===== config.mk =====
export PLATFORM = sky130hd
export DESIGN_NAME = gao_vio_er2_flat
export DESIGN_NICKNAME = d
export VERILOG_FILES = /design/src/rtl/gao_vio_er2_pkg.sv /design/src/rtl/gao_vio_er2_if.sv /design/src/rtl/gao_vio_er2_sync.sv /design/src/rtl/gao_vio_er2.sv /design/src/flat_wrapper.sv
export SDC_FILE = /design/constraint.sdc
export NUM_CORES = 1
export LEC_CHECK = 0
export ABC_AREA = 1
export CAP_MARGIN = 20
export CORE_MARGIN = 3
export CORE_UTILIZATION = 30
export CTS_CLUSTER_DIAMETER = 60
export DETAILED_ROUTE_END_ITERATION = 8
export SYNTH_ARGS = -nofsm -noshare
export SYNTH_HDL_FRONTEND = slang
export SYNTH_SLANG_ARGS = --single-unit

===== constraint.sdc =====
create_clock -name clk -period 2.9 [get_ports clk]
set_input_delay 0.29 -clock clk [delete_from_list [all_inputs] [get_ports clk]]
set_output_delay 0.29 -clock clk [all_outputs]
set_load 0.005 [all_outputs]

===== src/rtl/gao_vio_er2_pkg.sv =====
// gao_vio_pkg: shared FSM states, frame commands and frame-length helper for gao_vio_er2
package gao_vio_pkg;
  typedef enum logic [1:0] {IDLE, SHIFT, UPDATE, TLR} state_e;
  localparam logic [1:0] CMD_NOP   = 2'b00;
  localparam logic [1:0] CMD_WRITE = 2'b01;
  localparam logic [1:0] CMD_PULSE = 2'b10;
  localparam logic [1:0] CMD_CLEAR = 2'b11;
  // Frame is data + 2-bit cmd + even parity bit.
  function automatic int frame_w(input int data_w);
    return data_w + 3;
  endfunction
endpackage


===== src/rtl/gao_vio_er2_if.sv =====
// gao_vio_er2_if: GW_JTAG ER2 user-chain signals
//   tck_i/tdi_i/enable_i/shift_dr_capture_dr_i/update_dr_i/tlr_i: JTAG controls into the block
//   tdo_o: readback data out of the block
//   master modport = JTAG primitive side, slave modport = gao_vio_er2
interface gao_vio_er2_if;
  logic tck_i;
  logic tdi_i;
  logic enable_i;
  logic shift_dr_capture_dr_i;
  logic update_dr_i;
  logic tlr_i;
  logic tdo_o;
  modport master (output tck_i, tdi_i, enable_i, shift_dr_capture_dr_i, update_dr_i, tlr_i, input tdo_o);
  modport slave (input tck_i, tdi_i, enable_i, shift_dr_capture_dr_i, update_dr_i, tlr_i, output tdo_o);
endinterface


===== src/rtl/gao_vio_er2_sync.sv =====
// gao_vio_sync: 2-FF synchroniser with a third flop for rising-edge detect
//   clk, rst_n: system clock, async active-low reset
//   d_i: asynchronous input; q_o: synchronised level; rise_o: one-clk rising-edge strobe
module gao_vio_sync (
  input  logic clk,
  input  logic rst_n,
  input  logic d_i,
  output logic q_o,
  output logic rise_o
);
  logic [2:0] s_q;
  always_ff @(posedge clk or negedge rst_n) begin
    if (!rst_n) s_q <= '0;
    else s_q <= {s_q[1:0], d_i};
  end
  assign q_o    = s_q[1];
  assign rise_o = s_q[1] & ~s_q[2];
endmodule


===== src/rtl/gao_vio_er2.sv =====
// gao_vio_er2: JTAG ER2 virtual input driver -- deserialises parity-protected frames into a fabric register
//   clk, rst_n: system clock (>= 8x tck), async active-low reset
//   jtag: GW_JTAG ER2 chain (slave modport), tdo_o carries readback of {err_o, 2'b00, dout}
//   dout/dout_valid: driven register and its one-clk write strobe
//   pulse_o: one-clk strobe pattern; err_o/err_cnt: sticky error and saturating rejected-frame count
module gao_vio_er2 import gao_vio_pkg::*; #(
  parameter int                DATA_W = 8,
  parameter logic [DATA_W-1:0] INIT   = '0
) (
  input  logic              clk,
  input  logic              rst_n,
  gao_vio_er2_if.slave      jtag,
  output logic [DATA_W-1:0] dout,
  output logic              dout_valid,
  output logic [DATA_W-1:0] pulse_o,
  output logic              err_o,
  output logic [7:0]        err_cnt
);
  localparam int FRAME_W = frame_w(DATA_W);
  localparam int CW = $clog2(FRAME_W + 2);
  logic [5:0] raw, syn, rise;
  logic [5:0] unused_bits;
  logic tdi, en, shift, tlr, tck_rise, upd_rise;
  state_e state_q;
  logic [FRAME_W-1:0] sr_q;
  logic [CW-1:0] bit_cnt_q;
  logic tdo_q, dout_valid_q, err_q, frame_ok;
  logic [DATA_W-1:0] dout_q, pulse_q;
  logic [7:0] err_cnt_q;
  logic [1:0] cmd;
  assign raw = {jtag.tlr_i, jtag.update_dr_i, jtag.shift_dr_capture_dr_i, jtag.enable_i, jtag.tdi_i, jtag.tck_i};
  for (genvar i = 0; i < 6; i++) begin : g_sync
    gao_vio_sync u_sync (.clk(clk), .rst_n(rst_n), .d_i(raw[i]), .q_o(syn[i]), .rise_o(rise[i]));
  end
  // Only tck and update need edges; tck/update levels and other edges are unused.
  assign unused_bits = {syn[4], syn[0], rise[5], rise[3:1]};
  assign tdi      = syn[1];
  assign en       = syn[2];
  assign shift    = syn[3];
  assign tlr      = syn[5];
  assign tck_rise = rise[0];
  assign upd_rise = rise[4];
  assign cmd      = sr_q[DATA_W+1:DATA_W];
  // Exactly FRAME_W shifts and even parity over the whole frame.
  assign frame_ok = (bit_cnt_q == CW'(FRAME_W)) && (sr_q[FRAME_W-1] == ^sr_q[FRAME_W-2:0]);
  always_ff @(posedge clk or negedge rst_n) begin
    if (!rst_n) begin
      state_q      <= IDLE;
      sr_q         <= '0;
      bit_cnt_q    <= '0;
      tdo_q        <= 1'b0;
      dout_q       <= INIT;
      dout_valid_q <= 1'b0;
      pulse_q      <= '0;
      err_q        <= 1'b0;
      err_cnt_q    <= '0;
    end else begin
      dout_valid_q <= 1'b0;
      pulse_q      <= '0;
      if (tlr) state_q <= TLR;
      else begin
        case (state_q)
          IDLE: begin
            // Capture edge: load readback image, shifting starts on the next tck.
            if (tck_rise && en && shift) begin
              sr_q      <= {err_q, 2'b00, dout_q};
              bit_cnt_q <= '0;
              state_q   <= SHIFT;
            end
          end
          SHIFT: begin
            if (tck_rise && en && shift) begin
              tdo_q     <= sr_q[0];
              sr_q      <= {tdi, sr_q[FRAME_W-1:1]};
              bit_cnt_q <= (bit_cnt_q == CW'(FRAME_W + 1)) ? bit_cnt_q : bit_cnt_q + CW'(1);
            end
            if (upd_rise && en) state_q <= UPDATE;
            else if (!en) state_q <= IDLE;
          end
          UPDATE: begin
            state_q <= IDLE;
            if (!frame_ok) begin
              err_q     <= 1'b1;
              err_cnt_q <= (err_cnt_q == 8'hff) ? err_cnt_q : err_cnt_q + 8'd1;
            end else if (cmd == CMD_WRITE) begin
              dout_q       <= sr_q[DATA_W-1:0];
              dout_valid_q <= 1'b1;
            end else if (cmd == CMD_PULSE) begin
              pulse_q <= sr_q[DATA_W-1:0];
            end else if (cmd == CMD_CLEAR) begin
              err_q     <= 1'b0;
              err_cnt_q <= '0;
            end
          end
          default: state_q <= IDLE;
        endcase
      end
    end
  end
  assign jtag.tdo_o = tdo_q;
  assign dout       = dout_q;
  assign dout_valid = dout_valid_q;
  assign pulse_o    = pulse_q;
  assign err_o      = err_q;
  assign err_cnt    = err_cnt_q;
endmodule


===== src/flat_wrapper.sv =====
// flat-port wrapper written by rule: the top's interface ports become plain ports
module gao_vio_er2_flat import gao_vio_pkg::*;
#(
  parameter int                DATA_W = 8,
  parameter logic [DATA_W-1:0] INIT   = '0
)
  (clk, rst_n, dout, dout_valid, pulse_o, err_o, err_cnt, jtag_tck_i, jtag_tdi_i, jtag_enable_i, jtag_shift_dr_capture_dr_i, jtag_update_dr_i, jtag_tlr_i, jtag_tdo_o);
  gao_vio_er2_if jtag_i ();
  input  logic clk;
  input  logic rst_n;
  output logic [DATA_W-1:0] dout;
  output logic dout_valid;
  output logic [DATA_W-1:0] pulse_o;
  output logic err_o;
  output logic [7:0] err_cnt;
  input wire logic [$bits(jtag_i.tck_i)-1:0] jtag_tck_i;
  input wire logic [$bits(jtag_i.tdi_i)-1:0] jtag_tdi_i;
  input wire logic [$bits(jtag_i.enable_i)-1:0] jtag_enable_i;
  input wire logic [$bits(jtag_i.shift_dr_capture_dr_i)-1:0] jtag_shift_dr_capture_dr_i;
  input wire logic [$bits(jtag_i.update_dr_i)-1:0] jtag_update_dr_i;
  input wire logic [$bits(jtag_i.tlr_i)-1:0] jtag_tlr_i;
  output wire logic [$bits(jtag_i.tdo_o)-1:0] jtag_tdo_o;
  assign jtag_i.tck_i = jtag_tck_i;
  assign jtag_i.tdi_i = jtag_tdi_i;
  assign jtag_i.enable_i = jtag_enable_i;
  assign jtag_i.shift_dr_capture_dr_i = jtag_shift_dr_capture_dr_i;
  assign jtag_i.update_dr_i = jtag_update_dr_i;
  assign jtag_i.tlr_i = jtag_tlr_i;
  assign jtag_tdo_o = jtag_i.tdo_o;
  gao_vio_er2 #(.DATA_W(DATA_W), .INIT(INIT)) u_core (.clk(clk), .rst_n(rst_n), .jtag(jtag_i), .dout(dout), .dout_valid(dout_valid), .pulse_o(pulse_o), .err_o(err_o), .err_cnt(err_cnt));
endmodule

==> impl_metrics.csv, run 1 <==
group,metric,value,unit
detailed_routing,vias,1931,
yosys,synth-seq-cells,58,
sta,postLayoutSetupSlackWorst,0.7771,ns
layout,n_antenna_cell,0,
clock_tree,cts_max_level,3,
setup_path,endpoint_kind,"flop",
detailed_routing,wl,5.123,mm
clock_tree,postCtsSetupRepairBufs,0,
run_status,status,"complete, no violations",
floorplan,die_w,98.42,um
yosys,yosysMostFrequentCell,"nand2_1",
detailed_routing,drc_errors,0,
hold_path,hold_path.class,"reg -> reg",
sta,worst_pin_slew,0.5784,ns
floorplan,coreArea,8258,um^2
yosys,dominantRegCellSynth,"dfrtp_1",
yosys,synth_common_cells,"71 x nand2_1, 58 x dfrtp_1, 18 x inv_1",
sta,grt_setup_unrepaired,"no",
detailed_routing,vias_per_cell,4.576,
setup_path,path_cells,"inv_1, ha_1, nand3b_1, nand2_1, nand2_1, nand3_2, nand2_2, nor2_4, nand3_4, nand2_1, o21ai_2",
setup_path,crit_top_cell,"nand2_1",
global_routing,grt_pass1_wl,8.914,mm
clock_tree,cts_resized,0,
setup_path,ff2ff_setup_slack,0.78,ns
place,place_congestion,0.8110,
detailed_routing,drt-met1-wl,2.530,mm
place,dp_hpwl,3.716,mm
clock_tree,clock-sinks,58,
detailed_routing,drt_iter0_markers,52,
yosys,avgSynthCellArea,9.526,um^2
sta,hold_viol,0,
setup_path,crit_required,3.13,ns
layout,final_net_count,326,
clock_tree,cts_root_buf,"clkbuf_8",
setup_path,critical_path.slowest_cell,"dfrtp_1",
global_routing,grt_pass1_vias,1895,
sta,clock.fmax,471.1,MHz
yosys,post-synth-top-area-cell,"dfrtp_1",
global_routing,grt_max_degree,39,
place,placed_area,3018,um^2
setup_path,worstReg2RegStart,"u_core.sr_q[8]$_DFFE_PN0P_",
place,io_buffers,34,
yosys,synth_area,2562,um^2
layout,final_area,3246,um^2
power_and_ir_drop,p_per_area,622.2,nW/um^2
yosys,yosysUniqueCellTypes,30,
detailed_routing,topRoutingLayerUsed,"met4",
setup_path,crit_path_end,"u_core.dout[1]$_DFFE_PN0P_",
yosys,yosysWarnings,0,
global_routing,antenna_found_initial,0,
setup_path,r2r_end,"u_core.dout[1]$_DFFE_PN0P_",
layout,layout-area-overhead-vs-synth,26.66,%
detailed_routing,wl_per_cell,12.14,um
clock_tree,clockBufferDepth,2,
setup_path,worstSetupPathType,"reg -> reg",
floorplan,boundaryPins,35,
setup_path,critPathLaunchType,"flop",
global_routing,grt-ovfl-total,0,
layout,drive_gt1_share,13.88,%
floorplan,die_y,98.42,um
hold_path,hp-start,"u_core.g_sync[3].u_sync.s_q[0]$_DFF_PN0_",
power_and_ir_drop,leakagePower,0.001459,uW
floorplan,num_rows,33,
yosys,synth_area_leaders,"dfrtp_1 57%, nand2_1 10%, ha_1 2.9%, o21ai_0 2.9%, o21ai_2 2.7%",
setup_path,cp-startpoint,"u_core.sr_q[8]$_DFFE_PN0P_",
yosys,yosysTopAreaCellShare,56.64,%
yosys,synthCells,269,
sta,setup_viol,0,
floorplan,initial_utilization,31.03,%
floorplan,dieArea,9687,um^2
detailed_routing,first_pass_iters,4,
sta,finClkSkew,0.01203,ns
clock_tree,cts_tree,"done",
power_and_ir_drop,finalPower,2020,uW
detailed_routing,drtAntennaViolNets,0,
setup_path,critPathMaxStageDelay,0.38,ns
yosys,yosysSeqAreaShare,56.64,%
yosys,postSynth.asyncResetShare,100.0,%
sta,min_period,2.123,ns
global_routing,grtUsageTotal,11.78,%
yosys,synth_edf_count,0,
sta,worst_hold_slack,0.3494,ns
sta,slew_viol_final,0,
yosys,synth.net_count,283,
clock_tree,cts_made_buffers,9,
flow_run,drv_cap,0,
sta,relSlewSlack,60.93,%
detailed_routing,wl_met2,2.286,mm
setup_path,reg2reg_depth,11,
setup_path,worstPathMaxFanout,17,
layout,fill_cells,837,
sta,min_period_over_period,73.20,%
setup_path,worstPathArrival,2.35,ns
place,post-place-ws,0.7664,ns
detailed_routing,wl_met3,175,um
clock_tree,cts.clk_slew.worst_paths,0.07,ns
clock_tree,clk_latency,0.35,ns
sta,setup-tns-final,0,ns
power_and_ir_drop,ir_drop,0.0002689,V
state kept, by name, summed over array words and instances, names as in the netlist, 2 cells and up:
signal,flops
u_core.g_sync.u_sync.s_q,14
u_core.sr_q,11
u_core.pulse_o,8
u_core.dout,8
u_core.state_q,2
u_core.bit_cnt_q,4
u_core.err_cnt,8
metrics by stage:
stage | instances | util, %
after CTS | 422 | 39.30
final | 422 | 39.30
after detailed placement | 405 | 36.55
after global routing | 422 | 39.30
after floorplan | 269 | -
after global placement | 405 | 36.55
cells in the final DEF (no fill, tap or decap):
cell type,count
nand3_1,11
nand2_1,71
nor2_1,15
nor3_1,8
buf_2,1
o211ai_1,8
a21oi_1,2
buf_4,2
nand3b_1,2
nor2_4,1
dfrtp_1,58
xor2_1,3
clkinv_4,1
xnor2_1,4
clkinv_1,2
a41oi_1,1
o22ai_1,2
clkdlybuf4s50_1,33
nand4_1,9
clkbuf_8,9
and3_1,2
clkinvlp_4,2
o21ai_0,15
nand3_2,2
bufinv_16,2
dlygate4sd3_1,1
o31ai_1,1
inv_2,6
ha_1,6
o21ai_2,8
nand2_2,5
nand3_4,1
inv_1,18
or2_2,1
clkinv_2,2
nand3b_2,1
nor3b_1,1
per-layer routing:
layer  global-route usage (%)  vias up
met5                        0        -
met4                    6.933        0
met3                    3.185       10
met2                    17.21       37
met1                    15.68      903
li1                         -      981
worst max-delay path, delay by kind of cell (launching register included):
family          cells  cell delay (ns)
fa+ha+maj           1             0.30
simple gates        8             1.17
flops               1             0.38
buf+inv             1             0.09
compound gates      1             0.06
area by class of cell:
type,instances,area (um^2),share of cell area [%]
repair buffers,37,360.3,11.10
inverters,26,97.59,3.007
well taps,105,131.4,4.048
clock inverters,7,93.84,2.891
flip-flops and latches,58,1451,44.72
clock buffers,9,123.9,3.817
multi-input cells,180,987.2,30.42
worst min-delay path by stage:
| stage | endpoint | slack, ns | cells after the start |
|---|---|---|---|
| floorplan | u_core.bit_cnt_q[0]$_DFFE_PN0P_ | -0.006 | 0 |
| global placement | u_core.g_sync[0].u_sync.s_q[0]$_DFF_PN0_ | 0.26 | 1 |
| detailed placement | u_core.g_sync[3].u_sync.s_q[0]$_DFF_PN0_ | 0.26 | 1 |
| CTS | u_core.g_sync[3].u_sync.s_q[1]$_DFF_PN0_ | 0.35 | 0 |
| global route | u_core.g_sync[5].u_sync.s_q[1]$_DFF_PN0_ | 0.36 | 0 |
| finish | u_core.g_sync[3].u_sync.s_q[1]$_DFF_PN0_ | 0.35 | 0 |
power by group:
group	leakage (uW)	switching, uW	total (uW)	internal [uW]
clock network	0.000105	331	812	481
logic	0.000592	165	293	128
registers	0.000761	49.5	914	865
kinds of logic after synthesis:
group / count (synthesis) / synth area share [%]
AO/OA/AOI/OAI: 37 / 9.522
XOR/XNOR: 7 / 2.393
adder cells (fa/ha/maj): 6 / 2.930
buffers and inverters: 31 / 4.834
flip-flops: 58 / 56.64
AND/OR/NAND/NOR: 130 / 23.68
timing repair:
item / in CTS / in global routing
hold endpoints to repair: 20 / 0
endpoints found under the setup margin: 0 / 0
hold buffers: 1 / 0
(Power assumes the default switching activity.)
==> inputs of run 2 (changes only) <==
- clock period: 2.9 -> 2 ns (I/O delays scaled with it)
==> run 2 against run 1 <==
Sequential share of layout area down 2.8 points. Largest cell class unchanged. Critical path type unchanged. Power rose by 44%. Utilization up 2.6 points.
==> impl_metrics.csv, run 2 (synthesis results as in run 1) <==
group,metric,value,unit
layout,regMostFlops,"u_core.g_sync.u_sync.s_q",
place,placed_area,3075,um^2
clock_tree,clk_latency,0.34,ns
clock_tree,cts_tree,"done",
sta,min_period_over_period,95.67,%
flow_run,drv_cap,0,
global_routing,grtUsageTotal,11.57,%
layout,final_net_count,338,
place,dp_hpwl,3.635,mm
detailed_routing,drc_errors,0,
power_and_ir_drop,ir_drop,0.0003755,V
clock_tree,cts_max_level,3,
layout,mostFrequentLayoutCells,"69 x nand2_1, 58 x dfrtp_1, 33 x clkdlybuf4s50_1",
layout,layout-area-overhead-vs-synth,35.06,%
detailed_routing,first_pass_iters,4,
sta,hold_viol,0,
power_and_ir_drop,clkPwrFrac,37.3,%
detailed_routing,drt_iter0_markers,77,
clock_tree,cts.clk_slew.worst_paths,0.07,ns
run_status,status,"complete, no violations",
hold_path,min_to,"u_core.g_sync[0].u_sync.s_q[0]$_DFF_PN0_",
global_routing,grt_pass1_vias,1877,
global_routing,antenna_found_initial,0,
sta,relSlewSlack,63.86,%
setup_path,worstPathMaxFanout,8,
layout,drive_gt1_share,20.67,%
setup_path,worstPathArrival,2.15,ns
power_and_ir_drop,p_int,2078,uW
setup_path,crit_required,2.24,ns
sta,min_period,1.913,ns
power_and_ir_drop,seq_power_share,45.5,%
setup_path,critPathLaunchType,"flop",
layout,largest_registers,"u_core.g_sync.u_sync.s_q x14, u_core.sr_q x11",
clock_tree,clockBufferDepth,2,
floorplan,coreArea,8258,um^2
clock_tree,clock-sinks,58,
floorplan,num_rows,33,
floorplan,boundaryPins,35,
layout,largest_reg_flops,14,
sta,setup_viol,0,
floorplan,dieArea,9687,um^2
setup_path,ff2ff_setup_slack,0.09,ns
power_and_ir_drop,p_per_area,841.8,nW/um^2
floorplan,die_y,98.42,um
detailed_routing,wl,5.464,mm
layout,mostFrequentLayoutCell,"nand2_1",
hold_path,hp-start,"jtag_tck_i",
setup_path,worstSetupPathType,"reg -> reg",
power_and_ir_drop,p_switching,835.0,uW
setup_path,endpoint_kind,"flop",
sta,finClkSkew,0.01214,ns
power_and_ir_drop,finalPower,2913,uW
place,io_buffers,34,
global_routing,grt-ovfl-total,0,
floorplan,die_w,98.42,um
detailed_routing,drtAntennaViolNets,0,
floorplan,initial_utilization,31.03,%
power_and_ir_drop,p_comb_share,17.2,%
detailed_routing,vias_per_cell,4.594,
layout,final_area,3461,um^2
power_and_ir_drop,leakagePower,0.001554,uW
layout,n_antenna_cell,0,
power_and_ir_drop,swShare,28.66,%
place,place_congestion,0.8213,
setup_path,reg2reg_depth,11,
sta,clock.fmax,522.6,MHz
detailed_routing,vias,1994,
setup_path,r2r_end,"u_core.pulse_o[0]$_DFF_PN0_",
clock_tree,cts_root_buf,"clkbuf_8",
global_routing,grt_pass1_wl,8.894,mm
sta,worst_pin_slew,0.5350,ns
sta,setup-tns-final,0,ns
clock_tree,cts_made_buffers,9,
sta,slew_viol_final,0,
hold_path,min_path_cells,1,
setup_path,worstReg2RegStart,"u_core.sr_q[8]$_DFFE_PN0P_",
detailed_routing,wl_per_cell,12.59,um
hold_path,hold_path.class,"in -> reg",
global_routing,grt_max_degree,39,
run 2: changes by cell type in the layout (fill, tap and decap cells not counted), sizes merged:
cell and change:
nand3 +2, buf +10, clkinvlp +1, clkbuf +1, bufinv -1, clkinv -1
run 2: worst max-delay path, cell delays in order (launching register included):
cell and delay (ns):
dfrtp_1 0.40, inv_2 0.11, ha_4 0.21, nand3b_1 0.16
nand2_2 0.10, nand2_4 0.07, nand3_4 0.08, nand2_4 0.06
nor2_4 0.15, buf_12 0.14, nand3b_4 0.14, nor3_1 0.18
run 2: area by class of cell:
cell class	instances	area (um^2)
tap	105	131.4
fill	822	4797
sequential	58	1451
clock inverter	6	66.31
multi-input combinational	182	1112
timing repair buffer	47	464.2
clock buffer	10	137.6
inverter	26	97.59
run 2: worst max-delay path by stage:
| stage | start | end |
|---|---|---|
| 5_1_grt | u_core.sr_q[8]$_DFFE_PN0P_ | u_core.err_cnt[2]$_DFFE_PN0P_ |
| 4_1_cts | u_core.sr_q[8]$_DFFE_PN0P_ | u_core.err_cnt[7]$_DFFE_PN0P_ |
| 3_3_place_gp | u_core.sr_q[8]$_DFFE_PN0P_ | u_core.err_cnt[7]$_DFFE_PN0P_ |
| 6_report | u_core.sr_q[8]$_DFFE_PN0P_ | u_core.pulse_o[0]$_DFF_PN0_ |
| 3_5_place_dp | u_core.sr_q[8]$_DFFE_PN0P_ | u_core.err_cnt[7]$_DFFE_PN0P_ |
| 2_1_floorplan | u_core.sr_q[8]$_DFFE_PN0P_ | u_core.dout[6]$_DFFE_PN0P_ |
run 2: timing repair:
| item | CTS | global route |
|---|---|---|
| endpoints found under the hold margin | 20 | 0 |
| hold buffers | 1 | 0 |
| gates resized for setup | 0 | 21 |
| setup buffers | 0 | 4 |
| endpoints found under the setup margin | 0 | 24 |
run 2: stage by stage:
step	utilization, %	hold WS, ns	instances	setup WS (ns)
floorplan	-	-0.09559	269	0.1320
global placement	37.24	0.1841	411	0.06175
detailed placement	37.24	0.1900	411	0.01228
CTS	39.83	0.2834	428	0.005185
global route	41.91	0.2699	434	-0.04384
finish	41.91	0.2978	434	0.08662
run 2: power groups by stage:
stage / sequential (uW) / clock (uW) / combinational [uW]
3_3_place_gp: 1350 / 0 / 434
6_report: 1330 / 1090 / 501
5_1_grt: 1340 / 1190 / 563
2_1_floorplan: 1340 / 0 / 260
4_1_cts: 1330 / 1120 / 447
3_5_place_dp: 1350 / 0 / 443
run 2: metal layers:
layer,wire (um),vias up,GRT usage (%)
met1,2662,933,16.04
met3,250,7,3.751
met5,0,-,0
met4,76,0,5.357
met2,2475,48,16.43
li1,-,1006,-
